--- src/rtl/gen_pad_pkg.sv ---
// Shared types and bit maps for the Genesis pad host: FSM states, phase indices,
// button snapshot layout and raw pad line positions.
package gen_pad_pkg;

  typedef enum logic [1:0] {ST_IDLE, ST_PHASE, ST_GAP} state_t;

  localparam int PHASE_W = 3;
  localparam logic [PHASE_W-1:0] PH_BASIC   = 3'd0;
  localparam logic [PHASE_W-1:0] PH_PRESENT = 3'd1;
  localparam logic [PHASE_W-1:0] PH_SIXID   = 3'd5;
  localparam logic [PHASE_W-1:0] PH_EXT     = 3'd6;
  localparam logic [PHASE_W-1:0] PH_CONFIRM = 3'd7;

  localparam int BTN_W     = 12;
  localparam int BTN_UP    = 0;
  localparam int BTN_DOWN  = 1;
  localparam int BTN_LEFT  = 2;
  localparam int BTN_RIGHT = 3;
  localparam int BTN_A     = 4;
  localparam int BTN_B     = 5;
  localparam int BTN_C     = 6;
  localparam int BTN_START = 7;
  localparam int BTN_Z     = 8;
  localparam int BTN_Y     = 9;
  localparam int BTN_X     = 10;
  localparam int BTN_MODE  = 11;

  localparam int PAD_W  = 6;
  localparam int PIN_D0 = 0;
  localparam int PIN_D1 = 1;
  localparam int PIN_D2 = 2;
  localparam int PIN_D3 = 3;
  localparam int PIN_TL = 4;
  localparam int PIN_TR = 5;

endpackage

--- src/rtl/gen_pad_host_sync.sv ---
// Two-flop synchronizer for the asynchronous pad lines; resets to all-ones,
// which is the idle (nothing pressed / unplugged) level of the pad.
module pad_sync #(
  parameter int W = 6
) (
  input  logic         CLK,
  input  logic         RESET,
  input  logic [W-1:0] d,
  output logic [W-1:0] q
);

  logic [W-1:0] meta;

  always_ff @(posedge CLK or posedge RESET) begin
    if (RESET) begin
      meta <= '1;
      q    <= '1;
    end else begin
      meta <= d;
      q    <= meta;
    end
  end

endmodule

--- src/rtl/gen_pad_host.sv ---
// Genesis 3/6-button pad initiator: walks TH through the 8-phase select sequence,
// samples the pad lines and commits one atomic button snapshot per poll.
//
//  state    | meaning
//  ST_IDLE  | TH high, waiting for a POLL on a CE tick
//  ST_PHASE | TH driven per phase index, SETTLE CE ticks then sample
//  ST_GAP   | TH high for GAP CE ticks so the pad's 6-button counter times out
module gen_pad_host
  import gen_pad_pkg::*;
#(
  parameter int SETTLE = 8,
  parameter int GAP    = 2000
) (
  input  logic             CLK,
  input  logic             RESET,
  input  logic             CE,
  input  logic             POLL,
  input  logic             FORCE3,
  input  logic [PAD_W-1:0] PAD_IN,
  output logic             PAD_TH,
  output logic [BTN_W-1:0] BTN,
  output logic             PRESENT,
  output logic             SIX,
  output logic             VALID,
  output logic             BUSY
);

  localparam int CW = $clog2(((GAP > SETTLE) ? GAP : SETTLE) + 1);
  localparam logic [CW-1:0] SETTLE_LAST = CW'(SETTLE - 1);
  localparam logic [CW-1:0] GAP_LAST    = CW'(GAP - 1);

  logic [PAD_W-1:0] pad_s;
  logic [PAD_W-1:0] pr;

  pad_sync #(.W(PAD_W)) u_sync (
    .CLK   (CLK),
    .RESET (RESET),
    .d     (PAD_IN),
    .q     (pad_s)
  );

  // 1 = line pulled low = pressed
  assign pr = ~pad_s;

  state_t             state, state_n;
  logic [PHASE_W-1:0] idx, idx_n;
  logic [CW-1:0]      cnt, cnt_n;
  logic               th, th_n;
  logic               forced3, forced3_n;
  logic [BTN_W-1:0]   btn_tmp, btn_tmp_n;
  logic               present_tmp, present_tmp_n;
  logic               six_tmp, six_tmp_n;
  logic [BTN_W-1:0]   btn_q, btn_n;
  logic               present_q, present_n;
  logic               six_q, six_n;
  logic               valid_q, valid_n;

  always_ff @(posedge CLK or posedge RESET) begin
    if (RESET) begin
      state       <= ST_IDLE;
      idx         <= '0;
      cnt         <= '0;
      th          <= 1'b1;
      forced3     <= 1'b0;
      btn_tmp     <= '0;
      present_tmp <= 1'b0;
      six_tmp     <= 1'b0;
      btn_q       <= '0;
      present_q   <= 1'b0;
      six_q       <= 1'b0;
      valid_q     <= 1'b0;
    end else begin
      state       <= state_n;
      idx         <= idx_n;
      cnt         <= cnt_n;
      th          <= th_n;
      forced3     <= forced3_n;
      btn_tmp     <= btn_tmp_n;
      present_tmp <= present_tmp_n;
      six_tmp     <= six_tmp_n;
      btn_q       <= btn_n;
      present_q   <= present_n;
      six_q       <= six_n;
      valid_q     <= valid_n;
    end
  end

  always_comb begin
    state_n       = state;
    idx_n         = idx;
    cnt_n         = cnt;
    th_n          = th;
    forced3_n     = forced3;
    btn_tmp_n     = btn_tmp;
    present_tmp_n = present_tmp;
    six_tmp_n     = six_tmp;
    btn_n         = btn_q;
    present_n     = present_q;
    six_n         = six_q;
    valid_n       = 1'b0;

    case (state)
      ST_IDLE: begin
        if (CE && POLL) begin
          state_n       = ST_PHASE;
          idx_n         = '0;
          cnt_n         = '0;
          th_n          = 1'b1;
          forced3_n     = FORCE3;
          btn_tmp_n     = '0;
          present_tmp_n = 1'b0;
          six_tmp_n     = 1'b0;
        end
      end

      ST_PHASE: begin
        if (CE) begin
          if (cnt == SETTLE_LAST) begin
            cnt_n = '0;
            case (idx)
              PH_BASIC: begin
                btn_tmp_n[BTN_UP]    = pr[PIN_D0];
                btn_tmp_n[BTN_DOWN]  = pr[PIN_D1];
                btn_tmp_n[BTN_LEFT]  = pr[PIN_D2];
                btn_tmp_n[BTN_RIGHT] = pr[PIN_D3];
                btn_tmp_n[BTN_B]     = pr[PIN_TL];
                btn_tmp_n[BTN_C]     = pr[PIN_TR];
              end
              PH_PRESENT: begin
                present_tmp_n        = pr[PIN_D2] & pr[PIN_D3];
                btn_tmp_n[BTN_A]     = pr[PIN_TL];
                btn_tmp_n[BTN_START] = pr[PIN_TR];
              end
              PH_SIXID: six_tmp_n = &pr[PIN_D3:PIN_D0];
              PH_EXT: begin
                btn_tmp_n[BTN_Z]    = pr[PIN_D0];
                btn_tmp_n[BTN_Y]    = pr[PIN_D1];
                btn_tmp_n[BTN_X]    = pr[PIN_D2];
                btn_tmp_n[BTN_MODE] = pr[PIN_D3];
              end
              PH_CONFIRM: six_tmp_n = six_tmp & ~(|pr[PIN_D3:PIN_D0]);
              default: ;
            endcase

            if (idx == PH_CONFIRM || (forced3 && idx == PH_PRESENT)) begin
              // commit from the _n values so the final sample lands in this snapshot
              state_n   = ST_GAP;
              th_n      = 1'b1;
              valid_n   = 1'b1;
              present_n = present_tmp_n;
              six_n     = present_tmp_n & six_tmp_n & ~forced3;
              btn_n     = btn_tmp_n;
              if (!six_n)         btn_n[BTN_MODE:BTN_Z] = '0;
              if (!present_tmp_n) btn_n = '0;
            end else begin
              idx_n = idx + PHASE_W'(1);
              th_n  = idx[0];
            end
          end else begin
            cnt_n = cnt + CW'(1);
          end
        end
      end

      ST_GAP: begin
        if (CE) begin
          if (cnt == GAP_LAST) begin
            state_n = ST_IDLE;
            cnt_n   = '0;
          end else begin
            cnt_n = cnt + CW'(1);
          end
        end
      end

      default: state_n = ST_IDLE;
    endcase
  end

  assign PAD_TH  = th;
  assign BTN     = btn_q;
  assign PRESENT = present_q;
  assign SIX     = six_q;
  assign VALID   = valid_q;
  assign BUSY    = (state != ST_IDLE);

endmodule

--- config.mk ---
export PLATFORM = sky130hd
export DESIGN_NAME = gen_pad_host
export DESIGN_NICKNAME = d
export VERILOG_FILES = /design/src/rtl/gen_pad_pkg.sv /design/src/rtl/gen_pad_host_sync.sv /design/src/rtl/gen_pad_host.sv
export SDC_FILE = /design/constraint.sdc
export NUM_CORES = 1
export LEC_CHECK = 0
export ABC_CLOCK_PERIOD_IN_PS = 2950
export BUFFER_PORTS_ARGS = -buffer_cell sky130_fd_sc_hd__buf_4
export CAP_MARGIN = 15
export CORE_AREA = 2 2 74 76
export CTS_BUF_LIST = sky130_fd_sc_hd__clkbuf_4 sky130_fd_sc_hd__clkbuf_8 sky130_fd_sc_hd__clkbuf_16
export DETAILED_ROUTE_END_ITERATION = 12
export DIE_AREA = 0 0 76 78
export PLACE_DENSITY = 0.82
export SLEW_MARGIN = 5
export SYNTH_ARGS = -nofsm -noshare
export SYNTH_HDL_FRONTEND = slang
export SYNTH_HIERARCHICAL = 1
export SYNTH_SLANG_ARGS = --single-unit
--- constraint.sdc ---
create_clock -name CLK -period 2.95 [get_ports CLK]
set_input_delay 0 -clock CLK [delete_from_list [all_inputs] [get_ports CLK]]
set_output_delay 0 -clock CLK [all_outputs]
set_load 0.02 [all_outputs]
## Yosys cells after proc, flatten, opt, wreduce, memory -nomap -nowiden

Index checks and enable logic that the tools add are counted.

- Bits in registers: 59
- Latch bits: 0
- Bits in writable memories: 0
- ROM bits: 0
- Output and inout bits: 17
- Memories: 0

- $add $sub $neg: 2
- Multiply operators: 0
- Divide/modulo/power cells: 0
- Magnitude comparators: 0
- Equal/unequal tests: 15
- Shifts and indexed selects: 0
- Muxes and demuxes: 53
- Bitwise gates (word level): 7
- Reduce and logical (&&, ||, !) cells: 16

Operator list:

| cell | number |
|---|---|
| $mux W11 | 5 |
| $mux W12 | 4 |
| $pmux W11 S3 | 1 |
| $pmux W12 S2 | 1 |
| $mux W1 | 22 |
| $reduce_and A4 Y1 | 4 |
| $mux W2 | 7 |
| $ne A2 B2 Y1 const B | 7 |
| $mux W3 | 4 |
| $mux W4 | 3 |
| $add A11 B1 Y11 const B | 1 |
| $eq A11 B11 Y1 const B | 1 |
| $eq A11 B3 Y1 const B | 1 |
| $eq A3 B3 Y1 const B | 3 |
| $pmux W1 S2 | 4 |
| $not A6 Y6 | 1 |
| $pmux W2 S3 | 1 |
| $pmux W3 S2 | 1 |
| $reduce_and A6 Y1 | 1 |
| $reduce_and A5 Y1 | 1 |
| $and A1 B1 Y1 | 4 |
| $reduce_bool A2 Y1 | 2 |
| $reduce_or A4 Y1 | 1 |
| $add A3 B1 Y3 const B | 1 |
| 10 further kinds | 12 |

## Logic depth before layout (Yosys ltp)

- Word-level depth: 12
- Gate-level depth with buffers: 10
- Mapped depth without buffers: 7

## Hierarchy

Netlist, hierarchy kept.

Modules (own cells, without submodules):

| module | times used | cells an instance | area each (µm²) | sequential area each (µm²) |
|---|---|---|---|---|
| gen_pad_host | 1 | 271 | 2561.2 | 1177.4 |
| pad_sync | 1 | 13 | 319.1 | 315.3 |

## Least setup slack after synthesis

Ideal clock, no wire load.

- Kind: reg-to-reg
- Start point: register cnt[6]
- End point: register six_tmp
- Setup time: 0.126 ns
- Arrival: 2.016 ns
- Required time: 2.824 ns
- Slack: 0.808 ns
- Cell stages (with the launch flop): 7
- Path buffers: 2
- Period minus slack after synthesis: 2.142 ns
- Cells stage by stage: dfrtp_1 or4_1 o31ai_4 o2111ai_1 buf_2 buf_6 a221o_1

- Word-level cells in the longest chain between the ends: 3

Ends and longest elaborated chain:

| item | RTL line | text |
|---|---|---|
| start: declaration | gen_pad_host.sv:47 | `logic [CW-1:0] cnt, cnt_n;` |
| start signal: assignment | gen_pad_host.sv:75 | `cnt <= cnt_n;` |
| $eq A11 B3 Y1 | gen_pad_host.sv:118 | `if (cnt == SETTLE_LAST) begin` |
| $ne A2 B2 Y1 (no line) | n/a |  |
| $reduce_and A4 Y1 (no line) | n/a |  |
| end signal: assignment | gen_pad_host.sv:80 | `six_tmp <= six_tmp_n;` |
| end: declaration | gen_pad_host.sv:52 | `logic six_tmp, six_tmp_n;` |

No other way between the ends.
A chain may end at the register's enable or synchronous reset.

## Worst setup path in the final report

- Start point: register idx[1]
- End point: register btn_q[8], in the netlist BTN[8]

- Word-level cells in the longest chain between the ends: 9
- Elaborated cells between the ends (all ways): 20
- Those cells by class: eq/ne: 4; mux: 11; bitwise: 2; reduce/logical: 3

Ends and longest elaborated chain:

| item | RTL line | text |
|---|---|---|
| start: declaration | gen_pad_host.sv:46 | `logic [PHASE_W-1:0] idx, idx_n;` |
| start signal: assignment | gen_pad_host.sv:74 | `idx <= idx_n;` |
| $eq A3 B3 Y1, or another cell as far along | gen_pad_host.sv:120, gen_pad_host.sv:145 |  |
| $pmux W1 S2 / $mux W1 (equally long branches) | gen_pad_host.sv:120 | `case (idx)` |
| $mux W1 | gen_pad_host.sv:118 |  |
| $mux W1 | gen_pad_host.sv:117 | `if (CE) begin` |
| $mux W1 | gen_pad_host.sv:102 | `case (state)` |
| $and A1 B1 Y1 (2 in series) | gen_pad_host.sv:151 | `six_n = present_tmp_n & six_tmp_n & ~forced3;` |
| $mux W4 | gen_pad_host.sv:153 | `if (!six_n) btn_n[BTN_MODE:BTN_Z] = '0;` |
| $mux W12 | gen_pad_host.sv:154 | `if (!present_tmp_n) btn_n = '0;` |
| end signal: assignment | gen_pad_host.sv:81 | `btn_q <= btn_n;` |
| end: declaration | gen_pad_host.sv:53 | `logic [BTN_W-1:0] btn_q, btn_n;` |

Parallel ways exist; a longest one is shown, timed or not. The select of a mux whose other input is x is not followed.

==> impl_metrics.ini <==
[run]
timing.max_cap.violations = 0

[min_path]
hold_start = POLL
min_path_type = input pin to flip-flop
holdPathEnd = forced3$_DFFE_PP0P_
hold-path-cell-count = 3

[sta]
maxSlewHeadroom_pct = 35.4
timing.fmax_mhz = 432
worst_slew_pin_slew_ns = 0.967
unrepaired_setup_endpoints_after_global_routing = no
worst_clock_skew_on_the_final_layout_ns = 0.00388
final.hold.worst_slack_ns = 0.0738
final-max-slew-violation-count = 0
final.min_clock_period_ns = 2.31
tns_ns = 0
post_layout_worst_setup_margin_ns = 0.636
post-route-period-util_pct = 78.4
finalSetupViolations = 0
final_hold_viol_count = 0

[layout]
layout.cells.most_common = nand2_1
final_layout_size_suffix_gt1_share_pct = 22.9
final_core_util_pct = 68.8
layout_common_cells = nand2_1 (48), dfrtp_1 (46), buf_4 (33)
nets = 343
antenna-diode-count = 0
layout-area-overhead-vs-synth_pct = 20.5
filler_cell_count = 380

[route]
routed_wl_mm = 5.78
detail_route.iter0.violations = 164
drt-pass1-iter-count = 4
final_antenna_net_count = 0
detail_route.drc_violations = 0
via_per_inst = 5.70
wl_per_cell_um = 14.5
via_count = 2268

[synth]
synth_cells = 284
yosys.area.top_type = dfrtp_1
asyncSetResetFlopFracSynth_pct = 100
postSynthAreaPerCell_sq_um = 10.1
synth-edff-count = 0
synth_top_cell_area_share_pct = 40.0
yosys_most_used_dff = dfrtp_1
syn-num-nets = 304
synth_cell_type_count = 48
netlist_top_cells_area = dfrtp_1 (40%), dfstp_2 (12%), nand2_1 (6.3%)
mappedNetlistArea_sq_um = 2880
synth_seq_cells = 59
synthesis.yosys.warnings = 6
portion_of_the_post_synthesis_area_used_by_sequential_elements_pct = 51.8

[clock_network]
tritoncts = done
cts_root_buf = clkbuf_8
worst_skew_pair.late_latency_ns = 0.33
hold_buffer_count_at_cts = 8
max-clock-path-buffers = 2
cts-resized-gates = 0
cts_max_level = 3
clock-sinks = 59
cts_made_buffers = 9
worst_setup_hold_path_clk_slew_ns = 0.07
cts_post_setup_buffers_inserted = 0

[pwr]
p_leak_nw = 1.62
vdd_ir_drop_max_v = 0.000590
power.density_cell_area_nw_per_um2 = 998
post-layout-total-power_w = 0.00346

[critical_path]
capturing_point_of_the_worst_reg2reg_path = BTN[8]$_DFFE_PP0P_
startpoint_of_the_worst_register_to_register_path = idx[1]$_DFFE_PP0P_
worst_ep_arrival_time_ns = 2.57
endpoint_required_time_on_the_critical_path_ns = 3.21
criticalPathCategory = flip-flop to flip-flop
reg2reg_slack_ns = 0.64
rr_worst_depth = 7
worst_setup_path_startpoint = idx[1]$_DFFE_PP0P_
crit_path_start_kind = flip-flop
highest_net_fanout_along_the_worst_path = 10
critical_path.endpoint_type = flip-flop

[floorplanning]
starting_density_of_the_core_pct = 57.1
core_region_area_sq_um = 5040
die_w_um = 76
die-height_um = 78
placement_rows = 26
design.die.area_sq_um = 5930
i_o_pin_count = 28

[placement]
gpl.final_weighted_congestion = 0.828
post-dp-hpwl_mm = 3.98
place_worst_setup_slack_ns = 0.688
place.port_buffers = 27

[grt]
overflow = 0
grt_start_max_net_pins = 48
grt_first_pass_wirelength_mm = 9.91
number_of_antenna_violations_at_the_first_check_in_global_routing = 0
grt_util_all_layers_pct = 21.4
number_of_global_route_vias_before_repair = 2109

[run_status]
outcome = completed
## per-layer routing
metal	vias to the layer above	global-route usage (%)	part of all wire, %
li1	1119	-	-
met1	1093	30.2	50
met2	54	31.4	45
met3	2	6.05	4.6
met4	0	8.55	0.59
met5	-	0	0
## worst max-delay path, cell delays in order (launching register included)
cell and delay (ns):
dfrtp_1 0.42, inv_1 0.10, ha_1 0.20, nand2b_1 0.19, or3_1 0.37, nand2_1 0.25
or4b_4 0.55, o21ai_1 0.16
## where the power goes
part           total, W  switching (W)  internal (W)
combinational   0.00149       0.000872      0.000617
sequential      0.00116       0.000160      0.000995
clock          0.000819       0.000322      0.000498
## sequential cells by signal, indices dropped and copies added (netlist names), 2 cells and up
name         flops
BTN             12
btn_tmp         12
cnt             11
u_sync/meta      6
u_sync/q         6
idx              3
state            2
## through the flow
stage | std cells | instance area (sq um)
finish | 398 | 3470
global route | 398 | 3470
CTS | 398 | 3470
detailed placement | 374 | 3160
global placement | 374 | 3160
floorplan | 284 | 2880
## worst max-delay path by stage
stage / to / slack [ns] / cells after the start
2_1_floorplan: six_tmp$_DFFE_PP0P_ / 0.81 / 6
3_3_place_gp: idx[0]$_DFFE_PP0P_ / 0.75 / 8
3_5_place_dp: BTN[8]$_DFFE_PP0P_ / 0.69 / 7
4_1_cts: BTN[8]$_DFFE_PP0P_ / 0.68 / 7
5_1_grt: BTN[9]$_DFFE_PP0P_ / 0.46 / 7
6_report: BTN[8]$_DFFE_PP0P_ / 0.64 / 7
## cell type report
class	instances	area (sq um)	share of cell area (%)
Clock buffer	10	138	3.97
Clock inverter	6	88.8	2.56
Inverter	12	45.0	1.30
Multi-Input combinational cell	200	1290	37.2
Sequential cell	59	1490	43.0
Tap cell	70	87.6	2.52
Timing Repair Buffer	41	328	9.45
## synth_stat cells, types with 6 or more instances
| master | instances |
|---|---|
| o21ai_0 | 14 |
| nor2_1 | 11 |
| nand3_1 | 13 |
| ha_1 | 9 |
| dfstp_2 | 13 |
| clkbuf_1 | 10 |
| a21oi_1 | 11 |
| nand2_1 | 48 |
| dfrtp_1 | 46 |
| o31ai_1 | 6 |
| o211ai_1 | 7 |
| a21o_1 | 6 |
| a22o_1 | 12 |
| o311ai_0 | 6 |
| inv_1 | 12 |
## kinds of logic (layout without fill, tap and decap cells)
family | after synthesis | count (layout) | synth area share [%]
and+or+nand+nor | 98 | 98 | 16.6
AOI/OAI and AO/OA | 86 | 86 | 21.5
DFF | 59 | 59 | 51.8
buffers and inverters | 25 | 69 | 3.61
adders and majority gates | 9 | 9 | 3.91
muxes | 7 | 7 | 2.61
No activity file was read; power rests on OpenSTA's default activity.
